[src/rtl/cpu_bus_pkg.sv]
// rtl/cpu_bus_pkg.sv - shared constants and helpers for the CPU bus bridge
package cpu_bus_pkg;

  localparam int ADDR_W   = 14;
  localparam int DATA_W   = 16;
  localparam int N_REGION = 4;
  localparam int SEL_W    = 2;

  localparam logic [SEL_W-1:0] SEL_CONTROLLER = 2'd0;
  localparam logic [SEL_W-1:0] SEL_MOD        = 2'd1;
  localparam logic [SEL_W-1:0] SEL_NORMAL     = 2'd2;
  localparam logic [SEL_W-1:0] SEL_STM        = 2'd3;

  function automatic logic [N_REGION-1:0] region_onehot(input logic [SEL_W-1:0] sel);
    logic [N_REGION-1:0] one;
    one = {{(N_REGION-1){1'b0}}, 1'b1};
    return one << sel;
  endfunction

endpackage

[src/rtl/cpu_bus_edge_det.sv]
// rtl/cpu_bus_edge_det.sv - rising-edge detector on the write-active level
module cpu_bus_edge_det (
  input  logic clk,
  input  logic rst_n,
  input  logic level,
  output logic rise
);

  logic primed;
  logic armed;

  // armed only after a low level has been observed on valid (post-reset) capture data,
  // so an access already active when reset releases never produces an edge
  always_ff @(posedge clk or negedge rst_n) begin
    if (!rst_n) begin
      primed <= 1'b0;
      armed  <= 1'b0;
    end else begin
      primed <= 1'b1;
      armed  <= primed & ~level;
    end
  end

  assign rise = level & armed;

endmodule

[src/rtl/cpu_bus_if.sv]
// rtl/cpu_bus_if.sv - CPU async-SRAM bus to four BRAM regions bridge
module cpu_bus_if
  import cpu_bus_pkg::*;
#(
  parameter int ADDR_W   = cpu_bus_pkg::ADDR_W,
  parameter int DATA_W   = cpu_bus_pkg::DATA_W,
  parameter int N_REGION = cpu_bus_pkg::N_REGION
) (
  input  logic                         BUS_CLK,
  input  logic                         BUS_RST_N,
  input  logic                         EN,
  input  logic                         WE,
  input  logic [SEL_W-1:0]             BRAM_SELECT,
  input  logic [ADDR_W-1:0]            BRAM_ADDR,
  input  logic [DATA_W-1:0]            DATA_IN,
  input  logic [N_REGION*DATA_W-1:0]   RD_DATA,
  output logic [N_REGION-1:0]          REGION_EN,
  output logic [N_REGION-1:0]          REGION_WE,
  output logic [ADDR_W-1:0]            ADDR_OUT,
  output logic [DATA_W-1:0]            DATA_OUT,
  output logic [DATA_W-1:0]            DATA_RD,
  output logic                         DATA_OE
);

  logic              en_s1;
  logic              we_s1;
  logic [SEL_W-1:0]  sel_s1;
  logic [ADDR_W-1:0] addr_s1;
  logic [DATA_W-1:0] data_s1;
  logic              rd_s2;
  logic [SEL_W-1:0]  sel_s2;
  logic              wr_act;
  logic              rd_act;
  logic              wr_rise;

  assign wr_act  = en_s1 & we_s1;
  assign rd_act  = en_s1 & ~we_s1;
  assign DATA_OE = rd_act;

  cpu_bus_edge_det u_edge_det (
    .clk   (BUS_CLK),
    .rst_n (BUS_RST_N),
    .level (wr_act),
    .rise  (wr_rise)
  );

  // CPU drives the pins well after CKIO, so the bus is captured directly without synchronizers
  always_ff @(posedge BUS_CLK or negedge BUS_RST_N) begin
    if (!BUS_RST_N) begin
      en_s1     <= 1'b0;
      we_s1     <= 1'b0;
      sel_s1    <= '0;
      addr_s1   <= '0;
      data_s1   <= '0;
      REGION_EN <= '0;
      REGION_WE <= '0;
      ADDR_OUT  <= '0;
      DATA_OUT  <= '0;
      rd_s2     <= 1'b0;
      sel_s2    <= '0;
      DATA_RD   <= '0;
    end else begin
      en_s1     <= EN;
      we_s1     <= WE;
      sel_s1    <= BRAM_SELECT;
      addr_s1   <= BRAM_ADDR;
      data_s1   <= DATA_IN;
      REGION_EN <= en_s1 ? region_onehot(sel_s1) : '0;
      REGION_WE <= wr_rise ? region_onehot(sel_s1) : '0;
      ADDR_OUT  <= addr_s1;
      DATA_OUT  <= data_s1;
      rd_s2     <= rd_act;
      sel_s2    <= sel_s1;
      // BRAM returns data one cycle after its enable; hold the pad value once the read ends
      if (rd_s2 && rd_act) begin
        DATA_RD <= RD_DATA[sel_s2*DATA_W +: DATA_W];
      end
    end
  end

endmodule

[config.mk]
export PLATFORM = sky130hd
export DESIGN_NAME = cpu_bus_if
export DESIGN_NICKNAME = d
export VERILOG_FILES = /design/src/rtl/cpu_bus_pkg.sv /design/src/rtl/cpu_bus_edge_det.sv /design/src/rtl/cpu_bus_if.sv
export SDC_FILE = /design/constraint.sdc
export NUM_CORES = 1
export LEC_CHECK = 0
export ABC_AREA = 1
export BUFFER_PORTS_ARGS = -buffer_cell sky130_fd_sc_hd__buf_2
export CAP_MARGIN = 20
export CORE_MARGIN = 5
export CORE_UTILIZATION = 46
export DETAILED_ROUTE_END_ITERATION = 7
export PLACE_DENSITY = 0.79
export SYNTH_ARGS = -nofsm -noshare
export SYNTH_HDL_FRONTEND = slang
export SYNTH_SLANG_ARGS = --single-unit
[constraint.sdc]
create_clock -name BUS_CLK -period 1.4 [get_ports BUS_CLK]
set_input_delay 0.28 -clock BUS_CLK [delete_from_list [all_inputs] [get_ports BUS_CLK]]
set_output_delay 0.28 -clock BUS_CLK [all_outputs]
set_load 0.1 [all_outputs]
After elaboration in Yosys (flattened, before gate mapping) --
Cells that the tools add are included.
Word-level totals: register bits 93, input bits 100, word-level logic and storage cells 25
Operators by class: shifts and indexed selects 2, multiplexer cells 2, bitwise gates (word level) 6, reduce and logical (&&, ||, !) cells 1
Operator list (count):
- $shiftx 64x7->16 | 1
- $mux 4 | 2
- $and 1x1->1 | 4
- $shl 1x2->4 const A | 1
- $not 1->1 | 2
- $logic_and 1x1->1 | 1

Depth between registers and ports, before layout --
Gate-level depths: netlist (run 1).
depth after elaboration 3, gate-level depth with buffers 8

By module --
Synthesis (run 1) repeated with hierarchy kept, for this count alone.
Unflattened totals: cell total of the unflattened synthesis 353, area total of the unflattened synthesis 3445.8 µm²
Modules (own cells, without submodules):
- cpu_bus_if | times used 1, cells an instance 346, area each 3377.0 µm², sequential area each 2277.2 µm²
- cpu_bus_edge_det | times used 1, cells an instance 7, area each 68.8 µm², sequential area each 50.0 µm²

Least setup slack after synthesis (run 1) --
OpenSTA, ideal clock, no wires.
kind register -> register, start register we_s1, end register DATA_RD[10], arrival 1418 ps, setup slack -137 ps, stages on the path, launching flop included 6, period minus slack after synthesis 1537 ps, path through dfrtp_1 nor2_4 nand2_4 buf_4 nand2_1 nand2_1
Between the ends: longest elaborated chain between the ends 3
Ends and longest elaborated chain:
- from (decl) | RTL line cpu_bus_if.sv:26 | logic we_s1;
- from (signal assigned) | RTL line cpu_bus_if.sv:51 | we_s1 <= 1'b0;
- from (signal assigned) | RTL line cpu_bus_if.sv:64 | we_s1 <= WE;
- $not 1->1 | RTL line cpu_bus_if.sv:37 | assign rd_act = en_s1 & ~we_s1;
- $and 1x1->1 | RTL line cpu_bus_if.sv:37
- named net DATA_OE | RTL line cpu_bus_if.sv:22 | output logic DATA_OE
- $logic_and 1x1->1 | RTL line cpu_bus_if.sv:75 | if (rd_s2 && rd_act) begin
- to (signal assigned) | RTL line cpu_bus_if.sv:76 | DATA_RD <= RD_DATA[sel_s2*DATA_W +: DATA_W];
- to (decl) | RTL line cpu_bus_if.sv:21 | output logic [DATA_W-1:0] DATA_RD,
The timed path passes the listed nets, and every way through them passes these cells. A chain may end at the register's enable or synchronous reset.

Final worst setup path (run 1) --
start register en_s1, end output port DATA_OE
Between the ends: longest elaborated chain between the ends 1
Ends and longest elaborated chain:
- from (decl) | RTL line cpu_bus_if.sv:25 | logic en_s1;
- from (signal assigned) | RTL line cpu_bus_if.sv:50 | en_s1 <= 1'b0;
- from (signal assigned) | RTL line cpu_bus_if.sv:63 | en_s1 <= EN;
- $and 1x1->1 | RTL line cpu_bus_if.sv:37
- to (decl) | RTL line cpu_bus_if.sv:22
No other way between the ends.

==> results of run 1 <==
[routing by layer]
metal  vias up  GRT usage (%)
li1       1376              -
met1      1312          20.70
met2       134          29.67
met3        19          8.366
met4         0          6.517
met5         -              0
[logic make-up after synthesis]
logic type | after synthesis | synth area share [%]
buffers and inverters | 82 | 10.58
other | 1 | 0.1101
flip-flops | 93 | 68.31
AO/OA/AOI/OAI | 1 | 0.2204
AND/OR/NAND/NOR | 171 | 20.79
[power by group through the flow]
stage / sequential [mW] / combinational (mW) / clock, mW
2_1_floorplan: 4.16 / 0.279 / 0
3_3_place_gp: 3.07 / 1.93 / 0
3_5_place_dp: 3.07 / 1.96 / 0
4_1_cts: 3.03 / 2.03 / 1.77
5_1_grt: 3.06 / 2.17 / 1.91
6_report: 3.03 / 2.07 / 1.72
[final cells by class]
class | instances | share of cell area, %
Clock buffer | 9 | 2.522
Clock inverter | 7 | 1.631
Inverter | 70 | 5.452
Multi-Input combinational cell | 173 | 14.65
Sequential cell | 93 | 47.39
Tap cell | 99 | 2.522
Timing Repair Buffer | 182 | 25.83
[per-stage QoR]
stage                     TNS (ns)  worst slack [ns]  std cells  total power [mW]  utilization, %
after detailed placement         0            0.1975        595             5.036           60.60
after global routing      -0.07211          -0.07211        633             7.141           68.07
after CTS                 -0.07843          -0.07843        612             6.833           64.95
final                            0          0.001442        633             6.824           68.07
after global placement           0            0.2124        595             5.005           60.60
after floorplan             -1.119           -0.1119        348             4.435               -
[cells in the final DEF (no fill, tap or decap), drive strengths merged]
cell type      n
a21boi         1
buf          154
clkbuf        18
clkinv         5
clkinvlp       1
conb           1
dfrtp         93
dlygate4sd3   19
inv           71
nand2        129
nand3         33
nor2           1
nor3           8
[cell usage after synthesis, drive strengths merged]
library cell	n	area (µm²)
nand2	129	491.7
dfrtp	93	2327
inv	69	259.0
nand3	33	165.2
buf	12	92.58
nor3	8	40.04
a21boi	1	7.510
clkinv	1	8.760
conb	1	3.750
nor2	1	11.26
[worst max-delay path, stage by stage, from the launching register on]
cell and delay (ns):
dfrtp_1 0.37, inv_2 0.06, nor2_4 0.14, buf_12 0.19
[final timing paths]
kind,from,end,cells past startpoint
worst min-delay path,DATA_IN[1],data_s1[1],1
worst max register to register,en_s1,DATA_RD[6],7
min in group asynchronous,BUS_RST_N,REGION_EN[3],3
worst max-delay path,en_s1,DATA_OE,3
max in group asynchronous,BUS_RST_N,DATA_RD[10],3
worst min register to register,data_s1[2],DATA_OUT[2],0
[what timing repair did]
action,4_1_cts,5_1_grt
setup endpoints to repair,41,10
gates cloned,0,0
resized for setup,40,9
endpoints found under the hold margin,93,18
pin swaps,1,1
hold buffers,1,18
buffers inserted,0,3
[flip-flops by register name, indices dropped and copies added (netlist names), 2 cells and up]
signal,count
ADDR_OUT,14
DATA_OUT,16
DATA_RD,16
REGION_EN,4
REGION_WE,4
addr_s1,14
data_s1,16
sel_s1,2
sel_s2,2
==> results.md, run 1 <==
* Status: finished, final reports clean
* Post-synthesis cell count at approximately 350
* Row cnt at 31
* Largest net degree at the start of global routing at 60
* Required time worst endpoint at 1.12 ns
* Max cap viols at 0
* Seq/Total Area, Yosys at 68.31%
* Routed vias at between 2k and 3k
* Initial Utilization at ~47%
* Yosys warning count at 0
* Clk buf depth at 2
* Vias in the first global route at 2778
* Worst-skew pair later-pin latency at 0.35 ns
* I/O pin count at ~160
* Sequential share of power at 44.4%
* DP Area at approximately 4400 µm²
* DRT iter0 DRCs at 91
* Comb pwr share at a little under a third
* First-pass GRT wire length at 12.46 mm
* Crit end category: output pin
* Multi-input gate area at just over 700 µm²
* Cts bufs inserted at 9
* GR Overflow Total at 0
* Cell variety after synth at 15
* Switching fraction of total power at 39.36%
* Power Internal at around 4.1 mW
* Die ar. at 9228 µm²
* Worst-path maximum fanout at 3
* Final wirelength at between 8 and 9 mm
* Slack of the worst reg-to-reg path at approximately 0.11 ns
* Mapped Avg Cell Area at roughly 9.8 µm²
* Clock tree from TritonCTS: done
* GRT Total Usage at approximately 18%
* CP arrival at between 1 and 1.5 ns
* Highest routed metal layer: met4
* Die X-Extent at between 90 and 100 µm
* Final Hold Viols at 0
* Clk root buf: clkbuf_8
* Hold WS at just under 0.03 ns
* Leak Pwr at between 2 and 3 nW
* Vias per inst at 4.488
* DRT Pass-1 Iters at 4
* Core Area at around 7200 µm²
* Die Ht at just under 100 µm
* Worst Clk Skew at just over 0.007 ns
* Share of post-route cells with drive strength above 1 at roughly 35%
* H-tree levels at 3
* Detail Placement HPWL at around 6.2 mm
* Fin nets at ~630
* Clk pin slew, worst setup/hold paths at roughly 0.10 ns
* Tcrit/Tclk final at approximately 100%
* Metal-1 WL at 3.091 mm
* Synthesized area at between 3000 and 4000 µm²
* DR WL met2 at between 4 and 5 mm
* Initial antenna violation count at 0
* Average wire per standard cell at 13.75 µm
* Total clock sinks at 93
* Routed wl met3 at around 900 µm
* Final setup violation count at 0
* Fmax at 715.0 MHz
* Layout filler cell count at roughly 570
* Final ANT Viol Nets at 0
* Synthesis-stage register bit count at 93
* VDD IR max at 0.001054 V
* Post-route cell area at just under 5000 µm²
* WS Path Type: flip-flop to output pin
* Net Count, Synth at roughly 450
* Worst setup SP type: flip-flop
* Final Slew Violations at 0
* Clock period minus worst slack at approximately 1.4 ns
* RSZ-0062 raised after global routing: true
* Hold Crit Class: primary input to flip-flop
* Area Growth Syn to Fin at 44.14%
* Psw at ~2.7 mW
* ANT cells at 0
* Clock share of power at 25.3%
* DRC at 0
* Routability cong. at a little under 0.9
* Reg area at approximately 2300 µm²
* Power Dens Cells at 1390 nW/µm²
* IO buf count at 154
Power figures use the tool's default switching activity.
==> run 2, diff against run 1 <==
--- a/config.mk
+++ b/config.mk
@@ -5,11 +5,10 @@
 export SDC_FILE = /design/constraint.sdc
 export NUM_CORES = 1
 export LEC_CHECK = 0
-export ABC_AREA = 1
 export BUFFER_PORTS_ARGS = -buffer_cell sky130_fd_sc_hd__buf_2
 export CAP_MARGIN = 20
 export CORE_MARGIN = 5
-export CORE_UTILIZATION = 46
+export CORE_UTILIZATION = 45
 export DETAILED_ROUTE_END_ITERATION = 7
 export PLACE_DENSITY = 0.79
 export SYNTH_ARGS = -nofsm -noshare
==> run 2 against run 1 <==
The run now ends with negative setup slack left; clock power increased by 8%; sequential power barely moved; non-clock buffer count down 19; final area down 10%; register-to-register slack worse by 0.17 ns; worst setup slack got worse by 0.066 ns; largest power group unchanged.
==> results.md, run 2 <==
* VDD IR max at 0.0009482 V (was 0.001054 V)
* Yosys warning count at 0 (unchanged)
* Final Slew Violations at 0 (unchanged)
* H-tree levels at 3 (unchanged)
* Final ANT Viol Nets at 0 (unchanged)
* CP arrival at 1.71 ns (was 1.12 ns)
* Util after Layout at 65.53% (was 68.07%)
* Cell variety after synth at 20 (was 15)
* Clk pin slew, worst setup/hold paths at 0.10 ns (about the same)
* Clock share of power at 26.2% (was 25.3%)
* Hold Crit Class: primary input to flip-flop (unchanged)
* Post-Route Setup TNS at -0.5892 ns (was 0 ns)
* Placed cells at 381 (was 595)
* Clock period minus worst slack at 1.464 ns (was 1.399 ns)
* Multi-input gate area at 698.2 µm² (was 719.4 µm²)
* Vias in the first global route at 2229 (was 2778)
* Crit end category: flip-flop (was output pin)
* Worst Clk Skew at 0.01131 ns (was 0.007143 ns)
* WS Path Type: flip-flop to flip-flop (was flip-flop to output pin)
* ANT cells at 0 (unchanged)
* Most frequent cells in the layout: buf_2, dfrtp_1, buf_4 (was nand2_1, buf_2, dfrtp_1)
* Row cnt at 30 (was 31)
* I/O pin count at 155 (unchanged)
* Die ar. at 8575 µm² (was 9228 µm²)
* Hold WS at 0.02702 ns (was 0.02926 ns)
* DRT Pass-1 Iters at 4 (unchanged)
* Finished Layout Cells at 398 (was 633)
* Vias per inst at 4.877 (was 4.488)
* Sequential share of power at 43.0% (was 44.4%)
* R2R Path Start: sel_s2[0] (was en_s1)
* Routed vias at 1941 (was 2841)
* Die Ht at 92.60 µm (was 96.06 µm)
* Switching fraction of total power at 37.93% (was 39.36%)
* Detail Placement HPWL at 5.722 mm (was 6.240 mm)
* Post-synth top area share at 75.79% (was 68.31%)
* Top_reg_cell synth: dfrtp_1 (unchanged)
* Synthesis-stage register bit count at 93 (unchanged)
* Worst setup SP type: flip-flop (unchanged)
* Final wirelength at 7.535 mm (was 8.703 mm)
* Post-synth EDFFs at 0 (unchanged)
* GR Overflow Total at 0 (unchanged)
* Most numerous cell in the Yosys netlist: dfrtp_1 (was nand2_1)
* DRT iter0 DRCs at 45 (was 91)
* Net Count, Synth at 245 (was 448)
* Layout filler cell count at 481 (was 573)
* Psw at 2.682 mW (was 2.686 mW)
* Worst-path maximum fanout at 9 (was 3)
* Slack of the worst reg-to-reg path at -0.06 ns (was 0.11 ns)
* Comb pwr share at 30.9% (was 30.3%)
* Largest area contributor in the netlist: dfrtp_1 (unchanged)
* Final WS setup at -0.06407 ns (was 0.001442 ns)
* Required time worst endpoint at 1.64 ns (was 1.12 ns)
* Average wire per standard cell at 18.93 µm (was 13.75 µm)
* DRC at 0 (unchanged)
* Power Dens Cells at 1606 nW/µm² (was 1390 nW/µm²)
* Area Growth Syn to Fin at 43.40% (was 44.14%)
* Total clock sinks at 93 (unchanged)
* Synthesized area at 3070 µm² (was 3407 µm²)
* Initial Utilization at 45.70% (was 47.23%)
* RSZ-0062 raised after global routing: true (unchanged)
* CP startpoint: sel_s2[0] (was en_s1)
* Worst-skew pair later-pin latency at 0.35 ns (about the same)
* Post-route cell area at 4403 µm² (was 4911 µm²)
* Die X-Extent at 92.60 µm (was 96.06 µm)
* GRT Total Usage at 17.92% (was 18.08%)
* Clk root buf: clkbuf_8 (unchanged)
* Leading cell type in the layout, fill and taps excluded: buf_2 (was nand2_1)
* Post-synthesis cell count at 145 (was 348)
* Ys async rst share at 100.0% (unchanged)
* Metal-1 WL at 2.758 mm (was 3.091 mm)
* Max cap viols at 0 (unchanged)
* Highest routed metal layer: met4 (unchanged)
* Initial antenna violation count at 0 (unchanged)
* Power Internal at 4.389 mW (was 4.138 mW)
* Clock tree from TritonCTS: done (unchanged)
* Fin nets at 413 (was 629)
* Overall Power at 7.070 mW (was 6.824 mW)
* Final Hold Viols at 0 (unchanged)
* Leak Pwr at 2.201 nW (was 2.829 nW)
* First-pass GRT wire length at 11.59 mm (was 12.46 mm)
* Seq/Total Area, Yosys at 75.79% (was 68.31%)
* Clk buf depth at 2 (unchanged)
* Reg area at 2327 µm² (unchanged)
* Ranking of synthesized cells by area: dfrtp_1, mux4_2, mux4_1 (was dfrtp_1, nand2_1, inv_1)
* Routability cong. at 0.7827 (was 0.8947)
* Core Area at 6719 µm² (was 7214 µm²)
* IO buf count at 154 (unchanged)
* Dpl ws at -0.08401 ns (was 0.1975 ns)
* Cts bufs inserted at 9 (unchanged)
* Final setup violation count at 17 (was 0)
* DR WL met2 at 4.031 mm (was 4.521 mm)
* Tcrit/Tclk final at 104.6% (was 99.90%)
* Hold_sp: WE (was DATA_IN[1])
* Status: finished, violations left (was finished, final reports clean)
* Fmax at 683.0 MHz (was 715.0 MHz)
* Share of post-route cells with drive strength above 1 at 66.35% (was 34.64%)
* Routed wl met3 at 561 µm (was 915 µm)
* Largest net degree at the start of global routing at 45 (was 60)
* Mapped Avg Cell Area at 21.18 µm² (was 9.790 µm²)
* DP Area at 4039 µm² (was 4372 µm²)
* Top cells by count, synth: dfrtp_1, mux2_4, mux4_2 (was nand2_1, dfrtp_1, inv_1)
* Failing checks: negative setup slack
* Top Registers: DATA_OUT (16), DATA_RD (16), data_s1 (16) (unchanged)
-- run 2: cell count changes after synthesis, sizes merged, moves of 3 or more --
cell and change:
and3b +3, buf -7, inv -69, mux2 +16, mux4 +16, nand2 -128
nand3 -32, nor3 -7, nor3b +3
-- run 2: cells by family after synthesis --
family | count (synthesis) | synth area share [%]
mux | 32 | 19.56
other cells | 1 | 0.1221
buf+inv | 6 | 1.711
compound gates | 1 | 0.2446
simple gates | 12 | 2.567
flops | 93 | 75.79
-- run 2: what timing repair did --
item	in CTS	in global routing
setup endpoints to repair	55	32
endpoints found under the hold margin	24	0
hold buffers	1	0
buffers inserted	1	0
gates resized for setup	53	15
-- run 2: final timing paths --
check | depth (start not counted) | to
hold reg to reg | 0 | ADDR_OUT[8]
min in group asynchronous | 2 | DATA_OUT[2]
hold / removal | 1 | we_s1
setup reg to reg | 3 | DATA_RD[12]
setup / recovery | 3 | DATA_RD[12]
max in group asynchronous | 3 | data_s1[6]
-- run 2: per-layer routing --
layer / up-vias / track usage (%)
met5: - / 0
met4: 0 / 7.302
met3: 18 / 4.387
met2: 90 / 31.60
met1: 990 / 20.92
li1: 843 / -
-- run 2: cell type report --
class                           count  area share (%)
Clock buffer                        9           2.813
Multi-Input combinational cell     46           15.86
Clock inverter                      7           1.961
Sequential cell                    93           52.86
Tap cell                           80           2.273
Timing Repair Buffer              163           24.24
-- run 2: power groups by stage --
stage,Sequential (mW),Combinational (mW),Clock [mW]
detailed placement,3.08,2.05,0
global route,3.07,2.24,2.01
global placement,3.07,2.03,0
CTS,3.04,2.18,1.90
finish,3.04,2.18,1.85
floorplan,4.33,0.290,0
-- run 2: worst max-delay path, stage by stage, from the launching register on --
cell and delay [ns]:
dfrtp_1 0.38, buf_6 0.18, mux4_2 0.53, mux2_4 0.27
